`config.mk`:
```
export PLATFORM = sky130hd
export DESIGN_NAME = mem_access
export DESIGN_NICKNAME = d
export VERILOG_FILES = /design/src/rtl/mem_access.sv
export SDC_FILE = /design/constraint.sdc
export NUM_CORES = 1
export LEC_CHECK = 0
export ABC_AREA = 1
export BUFFER_PORTS_ARGS = -buffer_cell sky130_fd_sc_hd__buf_4
export CAP_MARGIN = 20
export CORE_AREA = 2 2 147 149
export DETAILED_ROUTE_END_ITERATION = 10
export DIE_AREA = 0 0 149 151
export GPL_TIMING_DRIVEN = 0
export PLACE_DENSITY = 0.73
export SETUP_SLACK_MARGIN = 0.02
export SLEW_MARGIN = 20
export SYNTH_ARGS = -nofsm -noshare
export SYNTH_HDL_FRONTEND = slang
export SYNTH_SLANG_ARGS = --single-unit
```
`constraint.sdc`:
```
create_clock -name clk_i -period 6.1 [get_ports clk_i]
set_input_delay 1.22 -clock clk_i [delete_from_list [all_inputs] [get_ports clk_i]]
set_output_delay 1.22 -clock clk_i [all_outputs]
set_load 0.005 [all_outputs]
```
`src/rtl/mem_access.sv`:
```
// mem_access -- memory-access stage of the eCPU RV32I pipeline.
//
// Takes the EX/MEM pipeline register contents, drives a req/gnt/rvalid
// data-memory port, aligns store data into byte lanes, sign/zero-extends
// load data and registers the result into the MEM/WB pipeline register.
// Upstream stages are held via stall_o while a transaction is in flight.
//
// Ports:
//   clk_i, rst_i                 clock, asynchronous active-high reset
//   pc_i/instr_i/instr_valid_i   instruction from EX
//   rd_addr_i                    destination register
//   alu_result_i                 ALU result or effective address
//   rs2_data_i                   store data
//   reg_write_i/mem_read_i/mem_write_i  control
//   mem_size_i                   funct3 (000 B, 001 H, 010 W, 100 BU, 101 HU)
//   fwd_data_o                   alu_result_i passthrough for EX forwarding
//   stall_o                      holds EX and earlier stages
//   dmem_*                       data-memory request/response port
//   pc_o/instr_o/instr_valid_o/rd_addr_o/rd_data_o/reg_write_o/misalign_o
//                                MEM/WB pipeline register

module mem_access #(
  parameter int unsigned XLEN           = 32,
  parameter int unsigned ILEN           = 32,
  parameter int unsigned ADDR_WIDTH     = 32,
  parameter int unsigned REG_ADDR_WIDTH = 5
) (
  input  logic                      clk_i,
  input  logic                      rst_i,
  input  logic [ADDR_WIDTH-1:0]     pc_i,
  input  logic [ILEN-1:0]           instr_i,
  input  logic                      instr_valid_i,
  input  logic [REG_ADDR_WIDTH-1:0] rd_addr_i,
  input  logic [XLEN-1:0]           alu_result_i,
  input  logic [XLEN-1:0]           rs2_data_i,
  input  logic                      reg_write_i,
  input  logic                      mem_read_i,
  input  logic                      mem_write_i,
  input  logic [2:0]                mem_size_i,
  output logic [XLEN-1:0]           fwd_data_o,
  output logic                      stall_o,
  output logic                      dmem_req_o,
  output logic                      dmem_we_o,
  output logic [ADDR_WIDTH-1:0]     dmem_addr_o,
  output logic [XLEN-1:0]           dmem_wdata_o,
  output logic [3:0]                dmem_be_o,
  input  logic                      dmem_gnt_i,
  input  logic                      dmem_rvalid_i,
  input  logic [XLEN-1:0]           dmem_rdata_i,
  output logic [ADDR_WIDTH-1:0]     pc_o,
  output logic [ILEN-1:0]           instr_o,
  output logic                      instr_valid_o,
  output logic [REG_ADDR_WIDTH-1:0] rd_addr_o,
  output logic [XLEN-1:0]           rd_data_o,
  output logic                      reg_write_o,
  output logic                      misalign_o
);

  typedef enum logic [1:0] {
    S_IDLE,
    S_REQ,
    S_WAIT
  } state_t;

  state_t                r_state;
  state_t                w_state_nxt;

  // Transaction fields latched when a request is launched
  logic [ADDR_WIDTH-1:0] r_addr;
  logic                  r_we;
  logic [3:0]            r_be;
  logic [XLEN-1:0]       r_wdata;
  logic [2:0]            r_size;
  logic [1:0]            r_off;

  logic                  w_mem_op;
  logic                  w_misaligned;
  logic                  w_aligned_op;
  logic [3:0]            w_be;
  logic [XLEN-1:0]       w_wdata;
  logic [XLEN-1:0]       w_rshift;
  logic [XLEN-1:0]       w_load;
  logic                  w_stall;

  assign fwd_data_o = alu_result_i;

  assign w_mem_op     = instr_valid_i && (mem_read_i || mem_write_i);
  assign w_misaligned = w_mem_op &&
                        (((mem_size_i[1:0] == 2'b01) && alu_result_i[0]) ||
                         ((mem_size_i[1:0] == 2'b10) && (alu_result_i[1:0] != 2'b00)));
  assign w_aligned_op = w_mem_op && !w_misaligned;

  // Store lane placement; loads never assert byte enables
  always_comb begin
    w_be    = 4'b1111;
    w_wdata = rs2_data_i;
    case (mem_size_i[1:0])
      2'b00: begin
        w_be    = 4'b0001 << alu_result_i[1:0];
        w_wdata = {4{rs2_data_i[7:0]}};
      end
      2'b01: begin
        w_be    = 4'b0011 << {alu_result_i[1], 1'b0};
        w_wdata = {2{rs2_data_i[15:0]}};
      end
      default: begin
        w_be    = 4'b1111;
        w_wdata = rs2_data_i;
      end
    endcase
    if (!mem_write_i) begin
      w_be = '0;
    end
  end

  // Load extraction from the latched byte offset and size
  assign w_rshift = dmem_rdata_i >> {r_off, 3'b000};

  always_comb begin
    w_load = w_rshift;
    case (r_size)
      3'b000:  w_load = {{24{w_rshift[7]}}, w_rshift[7:0]};
      3'b001:  w_load = {{16{w_rshift[15]}}, w_rshift[15:0]};
      3'b100:  w_load = {24'd0, w_rshift[7:0]};
      3'b101:  w_load = {16'd0, w_rshift[15:0]};
      default: w_load = w_rshift;
    endcase
  end

  // FSM: state register
  always_ff @(posedge clk_i or posedge rst_i) begin
    if (rst_i) begin
      r_state <= S_IDLE;
    end else begin
      r_state <= w_state_nxt;
    end
  end

  // FSM: next state
  always_comb begin
    w_state_nxt = r_state;
    case (r_state)
      S_IDLE: if (w_aligned_op) w_state_nxt = S_REQ;
      S_REQ:  if (dmem_gnt_i)   w_state_nxt = r_we ? S_IDLE : S_WAIT;
      S_WAIT: if (dmem_rvalid_i) w_state_nxt = S_IDLE;
      default: w_state_nxt = S_IDLE;
    endcase
  end

  // FSM: outputs
  always_comb begin
    dmem_req_o = 1'b0;
    dmem_we_o  = 1'b0;
    w_stall    = 1'b0;
    case (r_state)
      S_IDLE: w_stall = w_aligned_op;
      S_REQ: begin
        dmem_req_o = 1'b1;
        dmem_we_o  = r_we;
        w_stall    = !(dmem_gnt_i && r_we);
      end
      S_WAIT: w_stall = !dmem_rvalid_i;
      default: w_stall = 1'b0;
    endcase
  end

  assign stall_o      = w_stall;
  assign dmem_addr_o  = r_addr;
  assign dmem_wdata_o = r_wdata;
  assign dmem_be_o    = r_be;

  // Latch the request fields when an aligned access is launched from IDLE
  always_ff @(posedge clk_i or posedge rst_i) begin
    if (rst_i) begin
      r_addr  <= '0;
      r_we    <= 1'b0;
      r_be    <= '0;
      r_wdata <= '0;
      r_size  <= '0;
      r_off   <= '0;
    end else if ((r_state == S_IDLE) && w_aligned_op) begin
      r_addr  <= {alu_result_i[ADDR_WIDTH-1:2], 2'b00};
      r_we    <= mem_write_i;
      r_be    <= w_be;
      r_wdata <= w_wdata;
      r_size  <= mem_size_i;
      r_off   <= alu_result_i[1:0];
    end
  end

  // MEM/WB register: loads when not stalled, otherwise a bubble is inserted.
  // The only unstalled edge for an aligned load is WAIT with rvalid.
  always_ff @(posedge clk_i or posedge rst_i) begin
    if (rst_i) begin
      pc_o          <= '0;
      instr_o       <= '0;
      instr_valid_o <= 1'b0;
      rd_addr_o     <= '0;
      rd_data_o     <= '0;
      reg_write_o   <= 1'b0;
      misalign_o    <= 1'b0;
    end else if (!w_stall) begin
      pc_o          <= pc_i;
      instr_o       <= instr_i;
      instr_valid_o <= instr_valid_i;
      rd_addr_o     <= rd_addr_i;
      rd_data_o     <= (r_state == S_WAIT) ? w_load : alu_result_i;
      reg_write_o   <= reg_write_i && instr_valid_i && !w_misaligned;
      misalign_o    <= w_misaligned;
    end else begin
      instr_valid_o <= 1'b0;
      reg_write_o   <= 1'b0;
      misalign_o    <= 1'b0;
    end
  end

endmodule
```
Word level (Yosys, flattened, before mapping)

Cells that the tools add are included.

Register bits: 178
Input bits: 176
Output and inout port bits: 207
Word-level logic and storage cells: 62

Equality and inequality tests: 10
Shift operators: 3
Muxes and demuxes: 16
Reductions and logical operators: 19

Operator list:

| operator            | count |
|---|---|
| $pmux 32 s4         | 1 |
| $pmux 32 s2         | 1 |
| $mux 32             | 1 |
| $shr 32x5->32       | 1 |
| $logic_and 1x1->1   | 9 |
| $mux 2              | 4 |
| $pmux 4 s2          | 1 |
| $eq 3x3->1 const B  | 2 |
| $ne 2x2->1 const B  | 3 |
| $pmux 2 s3          | 1 |
| $mux 1              | 5 |
| $eq 2x1->1 const B  | 2 |
| $eq 2x2->1 const B  | 2 |
| $logic_not 2->1     | 2 |
| $mux 4              | 1 |
| $shl 1x2->4 const A | 1 |
| $shl 2x2->4 const A | 1 |
| $eq 3x1->1 const B  | 1 |
| $logic_not 1->1     | 3 |
| $logic_not 3->1     | 1 |
| $pmux 1 s3          | 1 |
| $reduce_and 3->1    | 1 |
| $logic_or 1x1->1    | 2 |
| $reduce_bool 2->1   | 1 |

Logic depth before layout (Yosys ltp)

Depth in word-level cells: 8
Gate-level depth with buffers: 12
Depth with buffers taken out: 9

Worst setup path before layout

Ideal clock, no wire load.

Kind: in2out
Start point: input mem_size_i[1]
End point: output stall_o
Arrival: 2.037 ns
Data required time: 4.880 ns
Slack: 2.843 ns
Stages on the path: 9
Buffers on the path: 3
Cells stage by stage: buf_4 inv_4 nand2_1 nand2_1 nand2_2 nand3_4 nand2_2 buf_6 buf_6

Longest elaborated chain between the ends: 7
Elaborated cells on any way between the ends: 9
Classes of those cells: eq/ne (2); mux (1); reduce/logical (6)

RTL lines:

| element                                     | RTL line | source |
|---|---|---|
| from (decl)                                 | 39       | `input logic [2:0] mem_size_i,` |
| $eq 2x1->1 or $eq 2x2->1 (tied branches)    | 89, 90   |  |
| $logic_and 1x1->1, on equally long branches | 89, 90   |  |
| $logic_or 1x1->1 (*)                        | 89       | `(((mem_size_i[1:0] == 2'b01) && alu_result_i[0]) \|\|` |
| $logic_and 1x1->1 (*)                       | 88       | `assign w_misaligned = w_mem_op &&` |
| $logic_not 1->1 (*)                         | 91       | `assign w_aligned_op = w_mem_op && !w_misaligned;` |
| $logic_and 1x1->1 (*)                       | 91       |  |
| $pmux 1 s3 (*)                              | 155      | `case (r_state)` |
| to (decl)                                   | 41       | `output logic stall_o,` |

Mark *: on every way between the ends. The rest lies on a longest branch, timed or not.

Final worst setup path

Start point: input alu_result_i[0]
End point: output stall_o

Longest elaborated chain between the ends: 7
Elaborated cells on any way between the ends: 8
Classes of those cells: mux (1); reduce/logical (7)

RTL lines:

| element               | RTL line | source |
|---|---|---|
| from (decl)           | 34       | `input logic [XLEN-1:0] alu_result_i,` |
| $reduce_bool 2->1     | 90       | `((mem_size_i[1:0] == 2'b10) && (alu_result_i[1:0] != 2'b00)));` |
| $logic_and 1x1->1     | 90       |  |
| $logic_or 1x1->1 (*)  | 89       |  |
| $logic_and 1x1->1 (*) | 88       |  |
| $logic_not 1->1 (*)   | 91       |  |
| $logic_and 1x1->1 (*) | 91       |  |
| $pmux 1 s3 (*)        | 155      |  |

Marks and branches as above.

==> metrics.md <==
| Metric | Value |
|---|---|
| Register area share after synthesis | `a little over half` |
| Largest family of logic cells by synthesized area | `simple AND/OR/NAND/NOR gates` |
| Relative slew slack | `52.81%` |
| Fin Clk Skew | `between 0.01 and 0.015 ns` |
| CTS H-tree depth | `4` |
| Filler cells | `just under 2000` |
| Internal power | `around 3.6 mW` |
| Synthesis-stage register bit count | `~180` |
| Worst VDD drop | `approximately 0.20 mV` |
| HP Class | `reg -> reg` |
| Max Cap Viol | `0` |
| Post-synthesis cell type count | `24` |
| Layout cell share with drive strength beyond 1 | `between 30% and 40%` |
| Fin crit share | `around 61%` |
| Worst R2R End | `rd_data_o[15]$_DFFE_PP0N_` |
| CTS Sinks | `between 150 and 200` |
| Min Tclk post-route | `between 3 and 4 ns` |
| Remaining DRCs | `0` |
| Num ports | `383` |
| Top Layer Used | `met4` |
| FF-to-FF path depth | `8` |
| Largest net degree at the start of global routing | `100` |
| Global-route wire length before repair | `44960 µm` |
| Final wirelength | `approximately 29000 µm` |
| Antenna diodes | `0` |
| Routed Antenna Nets | `0` |
| Iteration-0 DRC Markers | `approximately 470` |
| Critical path endpoint | `stall_o` |
| Required @ worst endpoint | `just under 5 ns` |
| Die ar. | `around 0.022 mm²` |
| CP max FO | `10` |
| Sw frac | `~40%` |
| Core footprint | `about 0.021 mm²` |
| Peak Freq | `269.9 MHz` |
| Share of power burned in the clock network | `18.3%` |
| Sequential power share | `between 30% and 40%` |
| Crit-path slowest cell | `buf_6` |
| Worst-Margin Slew | `0.7078 ns` |
| Die width | `149 µm` |
| Routability cong. | `between 0.9 and 1` |
| Clock transition at path regs | `around 0.06 ns` |
| R2R setup slack | `between 4 and 5 ns` |
| Initial antenna violation count | `0` |
| 1st-pass router iterations | `7` |
| R2r startpoint | `r_off[1]$_DFFE_PP0P_` |
| NumNets Final | `1651` |
| LEAKAGE | `between 6 and 7 nW` |
| Comb power frac | `around 46%` |
| GR Overflow Total | `0` |
| Dpl hpwl | `about 23000 µm` |
| Clk_lat worst skew | `roughly 0.43 ns` |
| Post-synthesis mux area share | `0%` |
| Post-Synth XOR/XNOR Area | `0%` |
| Longest Clk Path Bufs | `2` |
| Vias in the first global route | `around 8300` |
| Wire length per cell | `between 15 and 20 µm` |
| Starting Density | `around 40%` |
| DR WL met3 | `about 2600 µm` |
| Status | `finished clean` |
| Setup Crit Path Kind | `in -> out` |
| Setup Buffers After CTS | `0` |
| Total vias in the final route | `roughly 8500` |
| CP max stage delay | `around 0.19 ns` |
| WP data arrival | `between 2 and 2.5 ns` |
| CTS tree | `done` |
| Final setup vio count | `0` |
| Vias per Instance | `4.801` |
| Pwr dens | `~480 mW/mm²` |
| Unrepaired setup endpoints after global routing | `false` |
| Fin. Hold Viols | `0` |
| Crit. Startpoint | `alu_result_i[0]` |
| Num CTS Buffers | `17` |
| Post-Route M1 WL | `11550 µm` |
| Synth warnings | `0` |
| Layout Cells excl Fill | `~1800` |
| Die Span Y | `about 150 µm` |
| Num rows | `53` |
| Post-synthesis simple-gate area fraction | `31.23%` |
| Wire length on met2 | `approximately 15000 µm` |
| Crit-path cells | `buf_4 > inv_1 > nand2_1 > nand2_2 > nand3_4 > nand2_2 > buf_6 > buf_6 > buf_4` |
| Root Driver | `clkbuf_16` |
| I/O Buffers | `about 380` |
| Mapped Area | `0.008338 mm²` |
| Cells after Synth | `roughly 1100` |
| CTS resizes | `0` |
| Startpoint type of the worst setup path | `input pin` |
| CTS Hold Bufs | `0` |
| Crit path capture type | `output port` |
| Placed insts | `between 1500 and 2000` |
| Worst hold slack | `about 0.48 ns` |
| Final number of max-transition violations | `0` |
| P&R area growth vs syn | `45.53%` |
| Switch Pwr | `2.280 mW` |
| Post-Synth Adder-Cell Area | `0%` |
| Synth Area per Inst | `between 7 and 8 µm²` |
| GRT Total Usage | `25.79%` |
| Post-synthesis compound-gate area fraction | `around 6.6%` |
| Power after layout | `approximately 6 mW` |
through the flow:
| step | area (µm²) | util (%) | setup TNS, ns | worst slack [ns] |
|---|---|---|---|---|
| finish | 12130 | 58.27 | 0 | 2.394 |
| global placement | 11530 | 55.38 | -388.85 | -2.199 |
| detailed placement | 11570 | 55.55 | 0 | 2.360 |
| global route | 12130 | 58.27 | 0 | 2.290 |
| CTS | 12130 | 58.27 | 0 | 2.357 |
| floorplan | 8342 | - | 0 | 0.04974 |
worst min path at each step:
stage	start	end	cells past startpoint
detailed placement	instr_o[3]$_DFFE_PP0N_	instr_o[3]$_DFFE_PP0N_	2
global route	dmem_addr_o[7]$_DFFE_PP0P_	dmem_addr_o[7]$_DFFE_PP0P_	2
global placement	dmem_addr_o[26]$_DFFE_PP0P_	dmem_addr_o[26]$_DFFE_PP0P_	2
finish	rd_data_o[6]$_DFFE_PP0N_	rd_data_o[6]$_DFFE_PP0N_	2
floorplan	r_size[0]$_DFFE_PP0P_	r_size[0]$_DFFE_PP0P_	2
CTS	rd_data_o[6]$_DFFE_PP0N_	rd_data_o[6]$_DFFE_PP0N_	2
synth_stat cells:
cell        n  area, µm²
nand3_4     1      17.52
nor2_1     68      255.2
nand3_2     1      10.01
nand2_1   521       1956
inv_2       2      7.510
clkinv_1    1      3.750
nand3_1    65      325.3
nor3_1      3      15.01
buf_4      47      352.8
clkbuf_1   17      63.81
inv_4       1      6.260
buf_1       1      3.750
o21ai_0    63      315.3
o21bai_1    1      7.510
a31o_2      1      8.760
a31oi_1     8      50.05
a21oi_1    33      165.2
buf_2      23      115.1
conb_1      1      3.750
buf_6       6      67.56
dfrtp_1   178       4454
inv_1      29      108.9
and2_1      1      6.260
nand2_2     3      18.77
worst max-delay path: cells and delay by family:
family / cells / cell delay, ns
buffers and inverters: 5 / 0.75
AND/OR/NAND/NOR: 4 / 0.51
cells in the final DEF (no fill, tap or decap), types with 3 or more instances in the layout:
master and instances:
buf_4 426, nand2_2 3, clkinvlp_4 3, dfrtp_1 178, buf_2 23, buf_6 6
o21ai_0 63, a31oi_1 8, clkinv_4 3, nor3_1 3, clkbuf_16 17, clkbuf_1 18
a21oi_1 33, nor2_1 68, nand3_1 65, inv_8 6, nand2_1 521, inv_1 28
layout make-up:
class                      count  area (µm²)  share of cell area, %
sequential                   178        4454                  36.71
multi-input combinational    771        3158                  26.03
timing repair buffer         380        2873                  23.68
buffer                        94       603.1                  4.970
clock buffer                  18       429.2                  3.537
tap                          275       344.1                  2.836
clock inverter                14       138.9                  1.145
inverter                      33       133.9                  1.103
cells by family after synthesis:
logic type,after synthesis
flip-flops,178
AO/OA/AOI/OAI,106
buffers and inverters,127
other,1
AND/OR/NAND/NOR,663
power groups by stage:
stage | Clock (mW) | Sequential [mW] | Combinational, mW
after floorplan | 0 | 2.11 | 1.20
after global placement | 0 | 2.09 | 2.65
after detailed placement | 0 | 2.10 | 2.70
after CTS | 1.09 | 2.10 | 2.70
after global routing | 1.14 | 2.17 | 2.99
final | 1.07 | 2.10 | 2.68
per-layer routing:
metal | vias to the layer above | track usage, %
li1 | 4130 | -
met5 | - | 0
met2 | 373 | 44.26
met3 | 43 | 5.904
met4 | 0 | 8.762
met1 | 3918 | 32.19
sequential cells by signal (all words and copies together) (netlist names):
register       flops
r_we               1
r_state            2
r_size             3
rd_addr_o          5
instr_o           32
dmem_addr_o       30
reg_write_o        1
r_off              2
rd_data_o         32
dmem_be_o          4
misalign_o         1
instr_valid_o      1
pc_o              32
dmem_wdata_o      32
No activity file was read; power rests on OpenSTA's default activity.
